## src/rtl/zrtc_glyph_fetch.sv

```systemverilog
// zrtc_glyph_fetch: raster reader for the RTC time string on the TFT43 panel.
// Scans row -> char -> byte -> bit over eight 16x18 glyphs (2 bytes per row)
// fetched from a synchronous font ROM, and streams RGB565 pixels over
// valid/ready.
// Optional feature: define ZRTC_GLYPH_BLINK_EN to blank the colon glyphs
// (positions 2 and 5) while colon_blank is high.
//
// Handshake: a beat transfers on a rising edge where pix_valid & pix_ready.
// pix_valid never drops and pix_data/pix_eol/pix_eof never change while a
// beat is offered and not yet accepted.
module zrtc_glyph_fetch #(
  parameter logic [15:0] FG_COLOR = 16'hFFFF,
  parameter logic [15:0] BG_COLOR = 16'h0000
) (
  input  logic        clk,
  input  logic        rst,
  input  logic        start,
  input  logic        colon_blank,
  output logic        busy,
  output logic        done,
  output logic [3:0]  char_sel,
  input  logic [10:0] glyph_base,
  output logic [10:0] rom_addr,
  input  logic [7:0]  rom_data,
  output logic        pix_valid,
  input  logic        pix_ready,
  output logic [15:0] pix_data,
  output logic        pix_eol,
  output logic        pix_eof,
  output logic [2:0]  dbg_state
);

  typedef enum logic [2:0] {
    S_IDLE  = 3'd0,
    S_ADDR  = 3'd1,
    S_FETCH = 3'd2,
    S_LOAD  = 3'd3,
    S_SHIFT = 3'd4
  } state_t;

  state_t      state_q, state_d;
  logic [4:0]  row_q, row_d;
  logic [2:0]  chr_q, chr_d;
  logic        byte_q, byte_d;
  logic [2:0]  bit_q, bit_d;
  logic [7:0]  shift_q, shift_d;
  logic [10:0] addr_q, addr_d;
  logic        done_q, done_d;
  logic        blank_q, blank_d;

  logic beat_fire;
  logic byte_end;
  logic frame_end;

  // A beat leaves on this edge; the last beat of a byte/frame ends the scan step
  assign beat_fire = (state_q == S_SHIFT) && pix_ready;
  assign byte_end  = beat_fire && (bit_q == 3'd0);
  assign frame_end = byte_end && byte_q && (chr_q == 3'd7) && (row_q == 5'd17);

`ifndef ZRTC_GLYPH_BLINK_EN
  // colon_blank has no effect without the blink feature
  logic colon_blank_unused;
  assign colon_blank_unused = colon_blank;
`endif

  // State and datapath registers
  always_ff @(posedge clk) begin
    if (rst) begin
      state_q <= S_IDLE;
      row_q   <= 5'd0;
      chr_q   <= 3'd0;
      byte_q  <= 1'b0;
      bit_q   <= 3'd7;
      shift_q <= 8'd0;
      addr_q  <= 11'd0;
      done_q  <= 1'b0;
      blank_q <= 1'b0;
    end else begin
      state_q <= state_d;
      row_q   <= row_d;
      chr_q   <= chr_d;
      byte_q  <= byte_d;
      bit_q   <= bit_d;
      shift_q <= shift_d;
      addr_q  <= addr_d;
      done_q  <= done_d;
      blank_q <= blank_d;
    end
  end

  // Next FSM state; a start coinciding with done is dropped
  always_comb begin
    state_d = state_q;
    case (state_q)
      S_IDLE:  if (start && !done_q) state_d = S_ADDR;
      S_ADDR:  state_d = S_FETCH;
      S_FETCH: state_d = S_LOAD;
      S_LOAD:  state_d = S_SHIFT;
      S_SHIFT: if (byte_end) state_d = frame_end ? S_IDLE : S_ADDR;
      default: state_d = S_IDLE;
    endcase
  end

  // Next counters, ROM address and shift register contents
  always_comb begin
    row_d   = row_q;
    chr_d   = chr_q;
    byte_d  = byte_q;
    bit_d   = bit_q;
    shift_d = shift_q;
    addr_d  = addr_q;
    blank_d = blank_q;
    done_d  = frame_end;
    case (state_q)
      S_IDLE: begin
        if (start && !done_q) begin
          row_d  = 5'd0;
          chr_d  = 3'd0;
          byte_d = 1'b0;
          bit_d  = 3'd7;
        end
      end
      S_ADDR: begin
        // 11-bit sum wraps naturally
        addr_d = glyph_base + {5'd0, row_q, 1'b0} + {10'd0, byte_q};
      end
      S_LOAD: begin
        shift_d = rom_data;
`ifdef ZRTC_GLYPH_BLINK_EN
        blank_d = colon_blank && ((chr_q == 3'd2) || (chr_q == 3'd5));
`else
        blank_d = 1'b0;
`endif
      end
      S_SHIFT: begin
        if (beat_fire) begin
          shift_d = {shift_q[6:0], 1'b0};
          bit_d   = bit_q - 3'd1;
          if (bit_q == 3'd0) begin
            bit_d  = 3'd7;
            byte_d = ~byte_q;
            if (byte_q) begin
              chr_d = chr_q + 3'd1;
              if (chr_q == 3'd7) row_d = (row_q == 5'd17) ? 5'd0 : row_q + 5'd1;
            end
          end
        end
      end
      default: ;
    endcase
  end

  // Outputs decoded from registered state only
  always_comb begin
    busy      = (state_q != S_IDLE);
    done      = done_q;
    char_sel  = {1'b0, chr_q};
    rom_addr  = addr_q;
    dbg_state = state_q;
    pix_valid = (state_q == S_SHIFT);
    pix_data  = 16'h0000;
    if (pix_valid) pix_data = (shift_q[7] && !blank_q) ? FG_COLOR : BG_COLOR;
    pix_eol   = pix_valid && (chr_q == 3'd7) && byte_q && (bit_q == 3'd0);
    pix_eof   = pix_eol && (row_q == 5'd17);
  end

endmodule
```

## config.mk

```make
export PLATFORM = sky130hd
export DESIGN_NAME = zrtc_glyph_fetch
export DESIGN_NICKNAME = d
export VERILOG_FILES = /design/src/rtl/zrtc_glyph_fetch.sv
export SDC_FILE = /design/constraint.sdc
export NUM_CORES = 1
export LEC_CHECK = 0
export CORE_MARGIN = 1
export CORE_UTILIZATION = 51
export CTS_BUF_LIST = sky130_fd_sc_hd__clkbuf_16
export DETAILED_ROUTE_END_ITERATION = 7
export PLACE_DENSITY = 0.85
export SYNTH_ARGS = -nofsm -noshare
export SYNTH_HDL_FRONTEND = slang
export SYNTH_SLANG_ARGS = --single-unit
```

## constraint.sdc

```tcl
create_clock -name clk -period 3.2 [get_ports clk]
set_clock_uncertainty 0.1 [all_clocks]
set_input_delay 0.64 -clock clk [delete_from_list [all_inputs] [get_ports clk]]
set_output_delay 0.64 -clock clk [all_outputs]
set_load 0.05 [all_outputs]
```

Yosys cells after proc, flatten, opt, wreduce, memory -nomap -nowiden
Index checks and enable logic that the tools add are counted.
{ "word_totals": {"ff_bits": 35, "latch_bits": 0, "ramBits": 0, "romBits": 0, "output_inout_bits": 39, "word_cells": 76, "mem_count": 0} }
{ "op_classes": {"add_sub_neg": 5, "n_mul": 0, "n_div": 0, "order_cmp": 0, "eq_ne": 12, "shift": 0, "mux": 28, "bitwise_logic": 1, "n_reduce_logical": 22} }
{ "ops": {"columns": ["operator", "count"], "rows": [
  ["16-bit 2-to-1 mux", 2],
  ["5-bit 2-to-1 mux", 6],
  ["3-bit 2-to-1 mux", 9],
  ["8-bit case mux with 2 select lines", 1],
  ["3-bit case mux with 5 select lines", 1],
  ["3-bit case mux with 2 select lines", 2],
  ["11-bit by 1-bit adder with 11-bit output", 1],
  ["11-bit by 6-bit adder with 11-bit output", 1],
  ["1-bit logical AND", 10],
  ["2-bit by 1-bit != test with 1-bit output (second input constant)", 5],
  ["5-bit case mux with 2 select lines", 1],
  ["8-bit 2-to-1 mux", 1],
  ["3-bit by 2-bit == test with 1-bit output (second input constant)", 2],
  ["3-bit == test (second input constant)", 2],
  ["3-bit zero test", 2],
  ["6-bit AND reduction", 1],
  ["5-bit by 1-bit adder with 5-bit output (second input constant)", 1],
  ["5-bit == test (second input constant)", 1],
  ["5-bit AND reduction", 1],
  ["1-bit 2-to-1 mux", 4],
  ["2-bit AND reduction", 2],
  ["4-bit AND reduction", 1],
  ["2-bit nonzero test", 2],
  ["3-bit by 1-bit adder with 3-bit output (second input constant)", 1],
  ["8 further kinds", 8]
]} }

Depth between registers and ports, before layout
Gate-level depths: netlist (run 1).
{ "depth": {"depth_word": 9, "mapped_depth": 7} }

Least setup slack after synthesis (run 1)
OpenSTA, ideal clock, no wires.
{ "synth_path": {"kind": "flip-flop to output port", "start": "register state_q[2], in the netlist dbg_state[2]", "end": "output pix_eof", "arrival_time_ns": 2.726, "t_required_ns": 2.460, "setup_slack_ns": -0.266, "path_stages_with_launch": 4, "path_cell_list": "dfxtp_1 > or3b_4 > nor4_2 > and2_1"} }
{ "synth_via": {"elab_chain_len": 5} }
{ "synth_lines": {"columns": ["item", "line", "text"], "rows": [
  ["from (decl)", "41", "state_t state_q, state_d;"],
  ["from (signal assigned)", "79", "state_q <= state_d;"],
  ["3-bit == test", "160", "pix_valid = (state_q == S_SHIFT);"],
  ["1-bit logical AND (3 in series)", "163", "pix_eol = pix_valid && (chr_q == 3'd7) && byte_q && (bit_q == 3'd0);"],
  ["named net pix_eol", "28", "output logic pix_eol,"],
  ["1-bit logical AND", "164", "pix_eof = pix_eol && (row_q == 5'd17);"],
  ["to (decl)", "29", "output logic pix_eof,"]
]} }
The timed path passes the listed nets, and every way through them passes these cells.

Final worst setup path (run 1)
{ "layout_path": {"start": "input glyph_base[0]", "end": "register addr_q[10], in the netlist rom_addr[10]"} }
{ "layout_via": {"elab_chain_len": 2} }
{ "layout_lines": {"columns": ["item", "line", "text"], "rows": [
  ["from (decl)", "22", "input logic [10:0] glyph_base,"],
  ["11-bit by 6-bit adder with 11-bit output", "125", "addr_d = glyph_base + {5'd0, row_q, 1'b0} + {10'd0, byte_q};"],
  ["11-bit by 1-bit adder with 11-bit output", "125", null],
  ["to (signal assigned)", "85", "addr_q <= addr_d;"],
  ["to (decl)", "47", "logic [10:0] addr_q, addr_d;"]
]} }
No other way between the ends.
A chain may end at the register's enable or synchronous reset.

==> results of run 1 <==
==> worst max path at each step <==
stage                                   start                        end  slack, ns  cells after the start
floorplan           dbg_state[2]$_SDFFE_PP0P_                    pix_eof       0.08                      3
global placement                glyph_base[0]  rom_addr[10]$_SDFFE_PP0P_       0.26                      7
detailed placement              glyph_base[0]  rom_addr[10]$_SDFFE_PP0P_       0.21                      7
CTS                             glyph_base[0]  rom_addr[10]$_SDFFE_PP0P_       0.49                      7
global route                    glyph_base[0]  rom_addr[10]$_SDFFE_PP0P_       0.31                      7
finish                          glyph_base[0]  rom_addr[10]$_SDFFE_PP0P_       0.47                      7
==> through the flow <==
step                      setup WS, ns  std cells  total power, mW  hold slack, ns
after floorplan                0.08408        253           0.8468          0.3533
after detailed placement        0.2084        340           0.9819          0.3487
final                           0.4722        348            1.461          0.3549
after global placement          0.2606        340           0.9691          0.3388
after global routing            0.3120        348            1.524          0.3897
after CTS                       0.4869        348            1.460          0.3602
==> report_power, final <==
part	total [mW]	switching [mW]	internal, mW
clock	0.481	0.194	0.287
combinational	0.458	0.291	0.167
sequential	0.522	0.0401	0.482
==> flip-flops by register name, indices dropped and copies added (netlist names) <==
register   cells
bit_q          3
byte_q         1
chr_q          3
dbg_state      3
done           1
rom_addr      11
row_q          5
shift_q        8
==> logic make-up (layout without fill, tap and decap cells) <==
logic type | count (synthesis) | count (layout) | share of synthesized area
other | 1 | 1 | 0.001728
AOI/OAI and AO/OA | 78 | 78 | 0.2647
and+or+nand+nor | 81 | 81 | 0.2076
xor gates and xnor gates | 4 | 4 | 0.01615
buffers and inverters | 41 | 86 | 0.1084
adders and majority gates | 13 | 13 | 0.07843
DFF | 35 | 35 | 0.3230
==> worst reg2reg max path, delay by kind of cell (launching register included) <==
| kind | cells | cell delay, ns |
|---|---|---|
| adders and majority gates | 2 | 0.68 |
| AOI/OAI and AO/OA | 4 | 1.09 |
| DFF | 1 | 0.38 |
==> final cells by class <==
cell class / count / area (sq um)
fill: 284 / 1021
timing repair buffer: 66 / 810.8
sequential: 35 / 700.7
clock buffer: 5 / 125.1
clock inverter: 3 / 20.02
multi-input combinational: 177 / 1244
tap: 50 / 62.56
inverter: 12 / 45.04
==> metal layers <==
layer / routed length, microns / up-vias / part of all wire / GRT usage
met2: 2748 / 66 / 0.51 / 0.4438
met3: 317 / 13 / 0.058 / 0.06588
met1: 2275 / 955 / 0.42 / 0.3075
met4: 92 / 0 / 0.017 / 0.1170
li1: - / 1005 / - / -
met5: 0 / - / 0 / 0
==> cell usage in the layout (no fill, tap or decap), drive strengths merged, types with 3 or more instances in the layout <==
cell	synthesis	layout
clkdlybuf4s50	0	41
o311ai	3	3
nor3	3	3
or3	12	12
o21ai	19	19
nand2	28	28
a211o	4	4
a31oi	4	4
buf	24	25
a21oi	15	15
a211oi	4	4
nand3	3	3
clkbuf	5	5
nor2	13	13
o21a	3	3
dfxtp	35	35
inv	12	12
a311oi	9	9
ha	12	12
xnor2	3	3
and2	3	3
nand3b	3	3
o31ai	3	3
==> out/summary.txt, run 1 <==
Run status: completed
Row cnt: 23
Clock-pin transition on the worst setup and hold timing paths: 0.06 ns
Die X: 67.23 microns
Synth-to-Final Area Change: 38.64%
Port buffer count: 60
Final worst path period need: 2.728 ns
Initial DRC Count: 116
Die Height: 67.23 microns
CP endpoint kind: flip-flop
GRT Residual Overflow: 0
DR WL/cell: 15.61 microns
H-tree levels: 2
IO Pins: 63
Remaining antenna violation count after routing: 0
Largest net degree at the start of global routing: 17
CTS buffer count: 5
Area post-placement: 2863 sq um
Worst Hold Class: reg2reg
Hold depth: 2
Commonest cells post-synth: 35 x dfxtp_1, 28 x nand2_1, 16 x buf_4, 15 x a21oi_1, 15 x o21ai_0
Hold wc startpoint: rom_addr[3]$_SDFFE_PP0P_
Share of layout cells above drive strength 1: 0.1577
Vias in the first global route: 1929
Clock Path Buffers: 2
Tightest Pin Transition: 0.8124 ns
DP HPWL: 3894 microns
Worst Setup Start Kind: input pin
Root Buffer: clkbuf_16
Worst vdd ir: 0.3454 mV
Synth warn: 0
Main synth FF type: dfxtp_1
Fin area: 3008 sq um
Vias/cell: 5.859
DR vias: 2039
Max Cap Violations: 0
CTS tree: yes
Reg2reg end: rom_addr[10]$_SDFFE_PP0P_
Fin crit share: 0.8524
Setup bufs post-CTS: 0
Ant diodes: 0
Hold worst-path end: rom_addr[3]$_SDFFE_PP0P_
CP peak stage delay: 0.43 ns
Syn Inst Count: 253
Worst-path cell chain: clkdlybuf4s50_1, ha_1, fa_1, a211o_1, a21oi_1, o21ai_0, a311oi_1
First-pass detailed-route iteration total: 4
Seq/Total Area, Yosys: 0.3230
Clk Latency, worst-skew pair: 0.28 ns
Asr flop ratio synth: 0
Critical-path top delay cell: fa_1
Arrival time at the worst endpoint: 2.82 ns
RePlAce Congestion: 0.8110
Setup violations, final: 0
Post-synth top area share: 0.3230
Final net count: 334
Register-to-register setup slack: 0.87 ns
PwrDens: 485.8 nW/um^2
EDFF count, synth: 0
# DRC: 0
Kind of critical path: in2reg
Post-CTS Hold Buffers: 0
Crit Path Max Fanout: 6
Worst r2r src: byte_q$_SDFFE_PP0P_
Synth cell types: 56
Mapped Area: 2170 sq um
Post-layout util: 0.7466
GRT Util Overall: 0.2613
Syn avg cell area: 8.575 sq um
Final wirelength: 5433 microns
Max Slew Vio Count: 0
Initial Util: 0.5385
Hold Fails Final Rpt: 0
Largest cells by area after synthesis: dfxtp_1 32%, ha_1 6.9%, buf_4 5.5%
Die area: 4519 sq um
Post-CTS sizing: 0
Slew margin rel.: 0.4560
Crit path buf inv count: 1
Worst R2R Path Depth: 6
Mapped Nets: 290
Post-Route Setup TNS: 0 ns
Most common cell in the netlist: dfxtp_1
First-pass GRT wire length: 8866 microns
RSZ-0062 raised after global routing: no
Leak: 1.175 nW
Top cell type by total area after synthesis: dfxtp_1
Initial antenna violation count: 0
Fmax: 0.3666 GHz
Seq cells post-synth: 35
Critical path data required time: 3.30 ns
CP delay by family, top: compound AO/OA/AOI/OAI gates
CTS sink cnt: 35
Core area: 4029 sq um
Power figures use the tool's default switching activity.
==> run 2: changes to the inputs <==
Settings changed: RECOVER_POWER from default to 100, TNS_END_PERCENT from default to 30.
==> out/summary.txt, run 2 (same netlist as run 1, synthesis figures left out) <==
Most common cell after layout, fill and taps aside: dfxtp_1 (was clkdlybuf4s50_1)
Register-to-register setup slack: 0.65 ns (was 0.87 ns)
Remaining antenna violation count after routing: 0 (unchanged)
Critical path data required time: 2.46 ns (was 3.30 ns)
Worst R2R Path Depth: 4 (was 6)
Hold Fails Final Rpt: 0 (unchanged)
Setup bufs post-CTS: 0 (unchanged)
Synth-to-Final Area Change: 35.70% (was 38.64%)
Post-layout util: 0.7307 (was 0.7466)
Largest net degree at the start of global routing: 17 (unchanged)
Clock-pin transition on the worst setup and hold timing paths: 0.06 ns (about the same)
Post-Route Setup TNS: 0 ns (unchanged)
H-tree levels: 2 (unchanged)
Total power: 1.434 mW (was 1.461 mW)
Die area: 4519 sq um (unchanged)
First-pass detailed-route iteration total: 4 (unchanged)
Pre-CTS setup slack: 0.2084 ns (unchanged)
Die X: 67.23 microns (unchanged)
Worst Hold Class: reg2reg (unchanged)
Tightest Pin Transition: 1.442 ns (was 0.8124 ns)
Core area: 4029 sq um (unchanged)
Vias in the first global route: 1929 (unchanged)
GRT Residual Overflow: 0 (unchanged)
CTS buffer count: 5 (unchanged)
Initial antenna violation count: 0 (unchanged)
Leak: 1.179 nW (was 1.175 nW)
CTS sink cnt: 35 (unchanged)
Initial Util: 0.5385 (unchanged)
Clk Latency, worst-skew pair: 0.28 ns (about the same)
Reg2reg end: shift_q[5]$_SDFFE_PP0P_ (was rom_addr[10]$_SDFFE_PP0P_)
Crit Path Max Fanout: 14 (was 6)
Worst Setup Start Kind: flip-flop (was input pin)
Max Cap Violations: 0 (unchanged)
Post-CTS Hold Buffers: 0 (unchanged)
PwrDens: 487.2 nW/um^2 (was 485.8 nW/um^2)
Root Buffer: clkbuf_16 (unchanged)
Fin crit share: 0.9081 (was 0.8524)
Post-CTS sizing: 0 (unchanged)
DP HPWL: 3894 microns (unchanged)
Worst vdd ir: 0.3414 mV (was 0.3454 mV)
# DRC: 0 (unchanged)
Fillcell total: 295 (was 284)
Worst-path cell chain: or3b_1, nor4_1, and2_1, buf_12 (was clkdlybuf4s50_1, ha_1, fa_1, a211o_1, a21oi_1, o21ai_0, a311oi_1)
Hold wc startpoint: rom_addr[3]$_SDFFE_PP0P_ (unchanged)
Fmax: 0.3441 GHz (was 0.3666 GHz)
RePlAce Congestion: 0.8110 (unchanged)
Setup violations, final: 0 (unchanged)
Vias/cell: 5.865 (was 5.859)
Max reg flops: 11 (unchanged)
Crit path buf inv count: 1 (unchanged)
DR WL/cell: 15.71 microns (was 15.61 microns)
Hold slack: 0.3518 ns (was 0.3549 ns)
DR vias: 2041 (was 2039)
CTS tree: yes (unchanged)
IO Pins: 63 (unchanged)
RSZ-0062 raised after global routing: no (unchanged)
First-pass GRT wire length: 8866 microns (unchanged)
Slew margin rel.: 0.03676 (was 0.4560)
Arrival time at the worst endpoint: 2.17 ns (was 2.82 ns)
Hold worst-path end: rom_addr[3]$_SDFFE_PP0P_ (unchanged)
Worst r2r src: dbg_state[0]$_SDFFE_PP0P_ (was byte_q$_SDFFE_PP0P_)
Kind of critical path: reg2out (was in2reg)
CP peak stage delay: 0.65 ns (was 0.43 ns)
Worst setup path start: dbg_state[0]$_SDFFE_PP0P_ (was glyph_base[0])
Setup WS post-layout: 0.2942 ns (was 0.4722 ns)
Final net count: 334 (unchanged)
Run status: completed (unchanged)
Initial DRC Count: 112 (was 116)
Share of layout cells above drive strength 1: 0.1309 (was 0.1577)
Hold depth: 2 (unchanged)
Final worst path period need: 2.906 ns (was 2.728 ns)
CP delay by family, top: simple AND/OR/NAND/NOR gates (was compound AO/OA/AOI/OAI gates)
CP endpoint kind: output pin (was flip-flop)
Final wirelength: 5468 microns (was 5433 microns)
Max Slew Vio Count: 0 (unchanged)
Port buffer count: 60 (unchanged)
Ant diodes: 0 (unchanged)
Row cnt: 23 (unchanged)
Clock Path Buffers: 2 (unchanged)
Most frequent cells in the layout: 35 x dfxtp_1, 28 x nand2_1, 23 x dlygate4sd3_1, 18 x clkdlybuf4s50_1, 17 x buf_12 (was 41 x clkdlybuf4s50_1, 35 x dfxtp_1, 28 x nand2_1, 17 x buf_12)
Critical-path top delay cell: or3b_1 (was fa_1)
GRT Util Overall: 0.2613 (unchanged)
Die Height: 67.23 microns (unchanged)
[run 2: stage by stage]
stage / cell area (sq um) / instances
finish: 2944 / 348
global route: 2944 / 348
CTS: 3008 / 348
detailed placement: 2863 / 340
global placement: 2863 / 340
floorplan: 2180 / 253
[run 2: worst max path at each step]
stage                                            to  slack (ns)  cells after the start
after CTS                 rom_addr[10]$_SDFFE_PP0P_        0.49                      7
after detailed placement  rom_addr[10]$_SDFFE_PP0P_        0.21                      7
final                                       pix_eof        0.29                      4
after global routing                        pix_eof        0.16                      4
after global placement    rom_addr[10]$_SDFFE_PP0P_        0.26                      7
after floorplan                             pix_eof        0.08                      3
[run 2: final cells by class]
class                      count  area, sq um  share of cell area
clock inverter                 3        20.02            0.006800
sequential                    35        700.7              0.2380
timing repair buffer          66        804.5              0.2733
clock buffer                   5        125.1             0.04250
multi-input combinational    177         1186              0.4029
inverter                      12        45.04             0.01530
tap                           50        62.56             0.02125
[run 2: power by group]
part	total (mW)	internal (mW)	switching [mW]
clock network	0.478	0.286	0.191
logic	0.437	0.150	0.287
registers	0.520	0.482	0.0383
[run 2: layer usage]
layer  track usage  vias up  routed length, microns
li1              -      999                       -
met1        0.3075      946                    2280
met2        0.4438       79                    2735
met3       0.06588       17                     330
met4        0.1170        0                     121
met5             0        -                       0
[run 2: worst min-delay path, stage by stage, from the launching register on]
cell and delay [ns]:
dfxtp_1 0.31, nand2_1 0.05, a21oi_1 0.05
